==> src/rtl/wash_cycle_sequencer.sv <==
// Washing-machine programme sequencer: fill / wash / drain / rinse / spin with
// per-mode timing, level-sensor timeouts, pause, and a door interlock.
module wash_cycle_sequencer #(
  parameter int CW            = 8,
  parameter int WASH_QUICK    = 4,
  parameter int WASH_NORMAL   = 8,
  parameter int WASH_HEAVY    = 12,
  parameter int RINSE_CYC     = 4,
  parameter int SPIN_CYC      = 6,
  parameter int LEVEL_TIMEOUT = 15
) (
  input  logic       clk,
  input  logic       rst,
  input  logic       start,
  input  logic [1:0] mode,
  input  logic       door_closed,
  input  logic       level_full,
  input  logic       level_empty,
  input  logic       pause,
  input  logic       fault_clr,
  output logic       valve_in,
  output logic       motor_wash,
  output logic       motor_spin,
  output logic       pump,
  output logic       door_lock,
  output logic       busy,
  output logic       done,
  output logic       fault,
  output logic [2:0] phase
);

  typedef enum logic [2:0] {
    S_IDLE  = 3'd0,
    S_FILL  = 3'd1,
    S_WASH  = 3'd2,
    S_DRAIN = 3'd3,
    S_RINSE = 3'd4,
    S_SPIN  = 3'd5,
    S_DONE  = 3'd6,
    S_FAULT = 3'd7
  } state_t;

  localparam logic [CW-1:0] L_LEVEL  = CW'(LEVEL_TIMEOUT - 1);
  localparam logic [CW-1:0] L_QUICK  = CW'(WASH_QUICK - 1);
  localparam logic [CW-1:0] L_NORMAL = CW'(WASH_NORMAL - 1);
  localparam logic [CW-1:0] L_HEAVY  = CW'(WASH_HEAVY - 1);
  localparam logic [CW-1:0] L_RINSE  = CW'(RINSE_CYC - 1);
  localparam logic [CW-1:0] L_SPIN   = CW'(SPIN_CYC - 1);

  state_t        state_q;
  logic [CW-1:0] cnt_q;
  logic [1:0]    rinse_left_q;
  logic          rinse_flag_q;
  logic [1:0]    mode_q;
  logic [CW-1:0] wash_load;

  always_comb begin
    case (mode_q)
      2'd1:    wash_load = L_NORMAL;
      2'd2:    wash_load = L_HEAVY;
      default: wash_load = L_QUICK;
    endcase
  end

  always_ff @(posedge clk or posedge rst) begin
    if (rst) begin
      state_q      <= S_IDLE;
      cnt_q        <= '0;
      rinse_left_q <= '0;
      rinse_flag_q <= 1'b0;
      mode_q       <= '0;
    end else begin
      case (state_q)
        S_IDLE: begin
          if (start && door_closed) begin
            mode_q       <= mode;
            rinse_flag_q <= 1'b0;
            rinse_left_q <= (mode == 2'd2) ? 2'd2 : (mode == 2'd3) ? 2'd0 : 2'd1;
            cnt_q        <= L_LEVEL;
            state_q      <= (mode == 2'd3) ? S_DRAIN : S_FILL;
          end
        end
        S_DONE:  state_q <= S_IDLE;
        S_FAULT: if (fault_clr) state_q <= S_IDLE;
        default: begin
          // Door interlock outranks pause and every normal exit.
          if (!door_closed) begin
            state_q <= S_FAULT;
          end else if (!pause) begin
            case (state_q)
              S_FILL: begin
                if (level_full) begin
                  state_q <= rinse_flag_q ? S_RINSE : S_WASH;
                  cnt_q   <= rinse_flag_q ? L_RINSE : wash_load;
                end else if (cnt_q == '0) begin
                  state_q <= S_FAULT;
                end else begin
                  cnt_q <= cnt_q - 1'b1;
                end
              end
              S_WASH: begin
                if (cnt_q == '0) begin
                  state_q <= S_DRAIN;
                  cnt_q   <= L_LEVEL;
                end else begin
                  cnt_q <= cnt_q - 1'b1;
                end
              end
              S_RINSE: begin
                if (cnt_q == '0) begin
                  state_q      <= S_DRAIN;
                  cnt_q        <= L_LEVEL;
                  rinse_left_q <= rinse_left_q - 1'b1;
                end else begin
                  cnt_q <= cnt_q - 1'b1;
                end
              end
              S_DRAIN: begin
                if (level_empty) begin
                  if (rinse_left_q != '0) begin
                    state_q      <= S_FILL;
                    cnt_q        <= L_LEVEL;
                    rinse_flag_q <= 1'b1;
                  end else begin
                    state_q <= S_SPIN;
                    cnt_q   <= L_SPIN;
                  end
                end else if (cnt_q == '0) begin
                  state_q <= S_FAULT;
                end else begin
                  cnt_q <= cnt_q - 1'b1;
                end
              end
              S_SPIN: begin
                if (cnt_q == '0) state_q <= S_DONE;
                else             cnt_q   <= cnt_q - 1'b1;
              end
              default: ;
            endcase
          end
        end
      endcase
    end
  end

  always_comb begin
    valve_in   = 1'b0;
    motor_wash = 1'b0;
    motor_spin = 1'b0;
    pump       = 1'b0;
    door_lock  = 1'b0;
    done       = 1'b0;
    fault      = 1'b0;
    case (state_q)
      S_FILL: begin
        valve_in  = !pause;
        door_lock = 1'b1;
      end
      S_WASH, S_RINSE: begin
        motor_wash = !pause;
        door_lock  = 1'b1;
      end
      S_DRAIN: begin
        pump      = !pause;
        door_lock = 1'b1;
      end
      S_SPIN: begin
        motor_spin = !pause;
        pump       = !pause;
        door_lock  = 1'b1;
      end
      S_DONE: done = 1'b1;
      S_FAULT: begin
        fault = 1'b1;
        pump  = 1'b1;
      end
      default: ;
    endcase
  end

  assign busy  = (state_q != S_IDLE);
  assign phase = state_q;

endmodule

==> config.mk <==
export PLATFORM = sky130hd
export DESIGN_NAME = wash_cycle_sequencer
export DESIGN_NICKNAME = d
export VERILOG_FILES = /design/src/rtl/wash_cycle_sequencer.sv
export SDC_FILE = /design/constraint.sdc
export NUM_CORES = 1
export LEC_CHECK = 0
export ABC_AREA = 1
export CAP_MARGIN = 40
export CORE_MARGIN = 4
export CORE_UTILIZATION = 32
export DETAILED_ROUTE_END_ITERATION = 10
export HOLD_SLACK_MARGIN = 0.06
export PLACE_DENSITY_LB_ADDON = 0.12
export SKIP_CTS_REPAIR_TIMING = 1
export SLEW_MARGIN = 5
export SYNTH_ARGS = -nofsm -noshare
export SYNTH_HDL_FRONTEND = slang
export SYNTH_SLANG_ARGS = --single-unit
==> constraint.sdc <==
create_clock -name clk -period 1.7 [get_ports clk]
set_clock_uncertainty 0.05 [all_clocks]
set_input_delay 0.51 -clock clk [delete_from_list [all_inputs] [get_ports clk]]
set_output_delay 0.51 -clock clk [all_outputs]
set_load 0.01 [all_outputs]
### Word-level counts from Yosys, hierarchy flattened

Index checks and enable logic that the tools add are counted.

* input bits: 10
* register bits: 16
* output and inout bits: 11

* bitwise gates (word level): 1
* reductions and logical operators: 22
* equality and inequality tests: 18
* mux-type cells: 48
* add/sub/neg operators: 2

Operator list (count)
* $mux 8: 8
* $mux 3: 11
* $pmux 8 s4: 1
* $pmux 8 s2: 1
* $mux 2: 7
* $reduce_bool 2->1: 7
* $mux 1: 13
* $eq 3x3->1 const B: 4
* $pmux 3 s4: 1
* $reduce_and 6->1: 2
* $pmux 3 s3: 1
* $logic_not 8->1: 1
* $ne 8x2->1 const B: 1
* $pmux 4 s2: 1
* $sub 8x1->8 const B: 1
* $reduce_and 7->1: 1
* $eq 2x2->1 const B: 3
* $eq 3x2->1 const B: 2
* $ne 6x2->1 const B: 1
* $ne 6x5->1 const B: 1
* $reduce_or 2->1: 3
* $ne 5x2->1 const B: 1
* $reduce_and 5->1: 1
* $reduce_bool 5->1: 1
* other kinds (15): 17

### Logic depth before layout (Yosys ltp)

* depth after elaboration: 8
* gate-level depth with buffers: 13

### Least setup slack after synthesis

OpenSTA, ideal clock, no wires.

* path kind: reg-to-output
* start point: register state_q[1], in the netlist phase[1]
* end point: output port pump
* data required time: 1140 ps
* path slack: -6 ps
* buffers on the path: 1
* arrival time: 1146 ps
* cell stages (with the launch flop): 5
* cell sequence: dfrtp_1 buf_4 nand2_2 nand2_1 o31ai_1

* word-level cells in the longest chain between the ends: 3
* elaborated cells on any way between the ends: 5

Ends and longest elaborated chain
* start, declared: RTL line 50 `state_t state_q;`
* start signal, assigned: RTL line 80 `state_q <= (mode == 2'd3) ? S_DRAIN : S_FILL;`
* start signal, assigned: RTL line 93 `state_q <= rinse_flag_q ? S_RINSE : S_WASH;`
* $eq 3x3->1 or $eq 3x2->1 (tied branches): RTL line 154 `case (state_q)`
* $reduce_or 2->1 (no source line)
* $pmux 1 s2 (*): RTL line 154
* end, declared: RTL line 24 `output logic pump,`

Mark *: on every way between the ends. The rest lies on a longest branch, timed or not.

### Worst setup path in the final report

* start point: register state_q[1], in the netlist phase[1]
* end point: output port door_lock

* word-level cells in the longest chain between the ends: 3
* elaborated cells on any way between the ends: 7

Ends and longest elaborated chain
* $eq 3x3->1 (tied with other cells): RTL line 154
* $reduce_or 5->1 (no source line) (*)
* $mux 1 (*): RTL line 154
* end, declared: RTL line 25 `output logic door_lock,`

Marked as above.

==> reports/qor.yml <==
peakVddDrop_mv: 1.020
tightestPinTransition_ns: 0.2530
die_x_um: 73.91
finalHoldViolCount: 0
root_buffer: "clkbuf_8"
max_cap_viol_count: 0
maxSlewViolCount: 0
antennaDiodeCount: 0
grt_first_pass_wirelength_mm: 6.734
synth.top_cells.by_area: "dfrtp_1 29%, nand2_1 14%, inv_1 8.1%"
synth_top_cell_by_area: "dfrtp_1"
fp.dieH_um: 73.91
critPathKind: "register to output pin"
utilization: 0.5857
ctsHtreeMaxLevel: 1
cts.clk_slew.worst_paths_ns: 0.07
start_kind: "register"
synth_edf_count: 0
final_cell_mix: "54 x buf_4, 48 x nand2_1, 27 x inv_1, 21 x nor2_1, 14 x dfrtp_1"
cts_tree: "built"
start_util: 0.3402
routed_wl_mm: 4.270
port_buffers: 20
antenna_found_initial: 0
yosysWarnings: 0
die-area_um2: 5463
cpLargestDelayFamily: "flip-flops"
wl_per_cell_um: 12.27
area_growth_pct: 72.19
cts_buffers: 3
cp.arrival_ns: 1.33
hpwl_mm: 3.151
clk_latency_ns: 0.26
avgSynthCellArea_um2: 6.496
cp_cell_sequence: "buf_6 > nor2_4 > nand2_8 > nand2_4 > inv_4 > clkbuf_2"
syn_nets: 228
viasPerCell: 4.690
synth_top_area_share: 0.2880
drive_gt1_frac: 0.4463
globalRoute.totalOverflow: 0
yosysSeqAreaShare: 0.2880
antenna_left: 0
ys_async_sr_fraction: 1.000
clock.fmax_ghz: 0.5287
rsz0062_at_grt: "yes"
num_rows: 23
period_share: 1.113
grt_max_degree: 17
p_leak_nw: 1.245
drtIter0Drc: 64
fillers: 398
max_slew_margin: 0.8298
grt_pass1_vias: 1556
required_ns: 1.14
dp_slack_ns: -0.6943
vias: 1632
holdCritPathClass: "register to register"
core_um2: 4086
critPathMaxStageDelay_ns: 0.46
p_total_w: 0.004585
ioPinCount: 21
nets: 313
drcViolationCount: 0
drtPass1Iterations: 4
gp_congestion: 0.8314
fin_ws_ns: -0.1915
synthDistinctLibCells: 31
slowest_stage: "dfrtp_2"
violations: "setup timing"
cts_buffer_depth: 2
yosys_register_bits: 16
layout_min_cycle_time_ns: 1.891
status: "complete, but fails checks"
syn_inst: 214
globalRouteTotalUtil: 0.1574
cts_sinks: 16
layout_commonest_cell: "buf_4"
syn_area_um2: 1390
setup_viol: 12
critical_path_peak_fanout: 6
synth-main-ff-cell: "dfrtp_1"
power_density_nw_per_um2: 1915
end_kind: "output pin"
critPathBufInv: 3
==> path summary, 6_finish.rpt <==
kind,startpoint,to,slack (ns),cells past startpoint
setup / recovery,phase[1],door_lock,-0.19,6
hold / removal,rinse_left_q[1],rinse_left_q[1],0.44,2
setup reg to reg,phase[1],rinse_left_q[0],-0.08,10
hold reg to reg,rinse_left_q[1],rinse_left_q[1],0.44,2
max in group asynchronous,rst,phase[2],0.88,3
min in group asynchronous,rst,rinse_left_q[0],0.51,3
==> logic make-up (layout without fill, tap and decap cells) <==
kind of cell             Yosys count  count (layout)  synth area share
XOR/XNOR                           3               3           0.01891
multiplexers                       1               1          0.008100
adder cells (fa/ha/maj)            4               4           0.03601
buffers and inverters             38             122            0.1143
AND/OR/NAND/NOR                  118             118            0.3861
flip-flops                        16              16            0.2880
AO/OA/AOI/OAI                     34              34            0.1485
==> cells in the mapped netlist, types with 2 or more instances <==
library cell and number:
nor3_1 3, inv_4 2, nor2_4 2, ha_1 4, inv_2 3, nor3_2 2
nand2_2 7, a21oi_2 4, o21ai_0 6, nor2_1 30, nand2_1 53, nor2_2 2
buf_4 3, dfrtp_1 16, o21ai_1 6, a21oi_1 10, inv_1 30, nand3_1 14
xor2_1 3, o211ai_1 3
==> sequential cells by signal, summed over array words and instances, names as in the netlist <==
| register | flops |
|---|---|
| cnt_q | 8 |
| rinse_flag_q | 1 |
| mode_q | 2 |
| phase | 3 |
| rinse_left_q | 2 |
==> metal layers <==
| metal | vias to the layer above | track usage | share of wire |
|---|---|---|---|
| li1 | 855 | - | - |
| met1 | 739 | 0.2041 | 0.42 |
| met2 | 34 | 0.2756 | 0.53 |
| met3 | 4 | 0.03010 | 0.046 |
| met4 | 0 | 0.02414 | 0.0049 |
| met5 | - | 0 | 0 |
==> power by group <==
group | internal [W] | switching, W | total [W]
Sequential | 0.000567 | 0.000161 | 0.000728
Combinational | 0.00172 | 0.00178 | 0.00350
Clock | 0.000206 | 0.000151 | 0.000357
Total | 0.00249 | 0.00209 | 0.00458
==> worst reg2reg max path, stage by stage (launching register included) <==
cell and delay (ns):
dfrtp_2 0.46, buf_6 0.15, nor2_4 0.16, nand2_8 0.08, buf_6 0.14, inv_8 0.06, a21oi_4 0.04, nor2_4 0.19
nand3b_1 0.19, nand2_1 0.10, o21ai_1 0.06
==> per-stage QoR <==
| stage | setup TNS, ns | hold WS [ns] | area (um^2) | cells |
|---|---|---|---|---|
| after floorplan | 0 | 0.3737 | 1395 | 214 |
| after global placement | -6.759 | 0.4281 | 2016 | 330 |
| after detailed placement | -7.009 | 0.4327 | 2016 | 330 |
| after CTS | -5.753 | 0.4514 | 2071 | 334 |
| after global routing | -2.935 | 0.4629 | 2394 | 348 |
| final | -1.371 | 0.4447 | 2394 | 348 |
==> cell type report <==
cell class	count	area, um^2	area share
inverter	35	143.9	0.06011
clock buffer	4	55.05	0.02300
tap	50	62.56	0.02614
timing repair buffer	83	714.4	0.2985
sequential	16	402.9	0.1683
multi-input combinational	160	1015	0.4239
No activity file was read; power rests on OpenSTA's default activity.
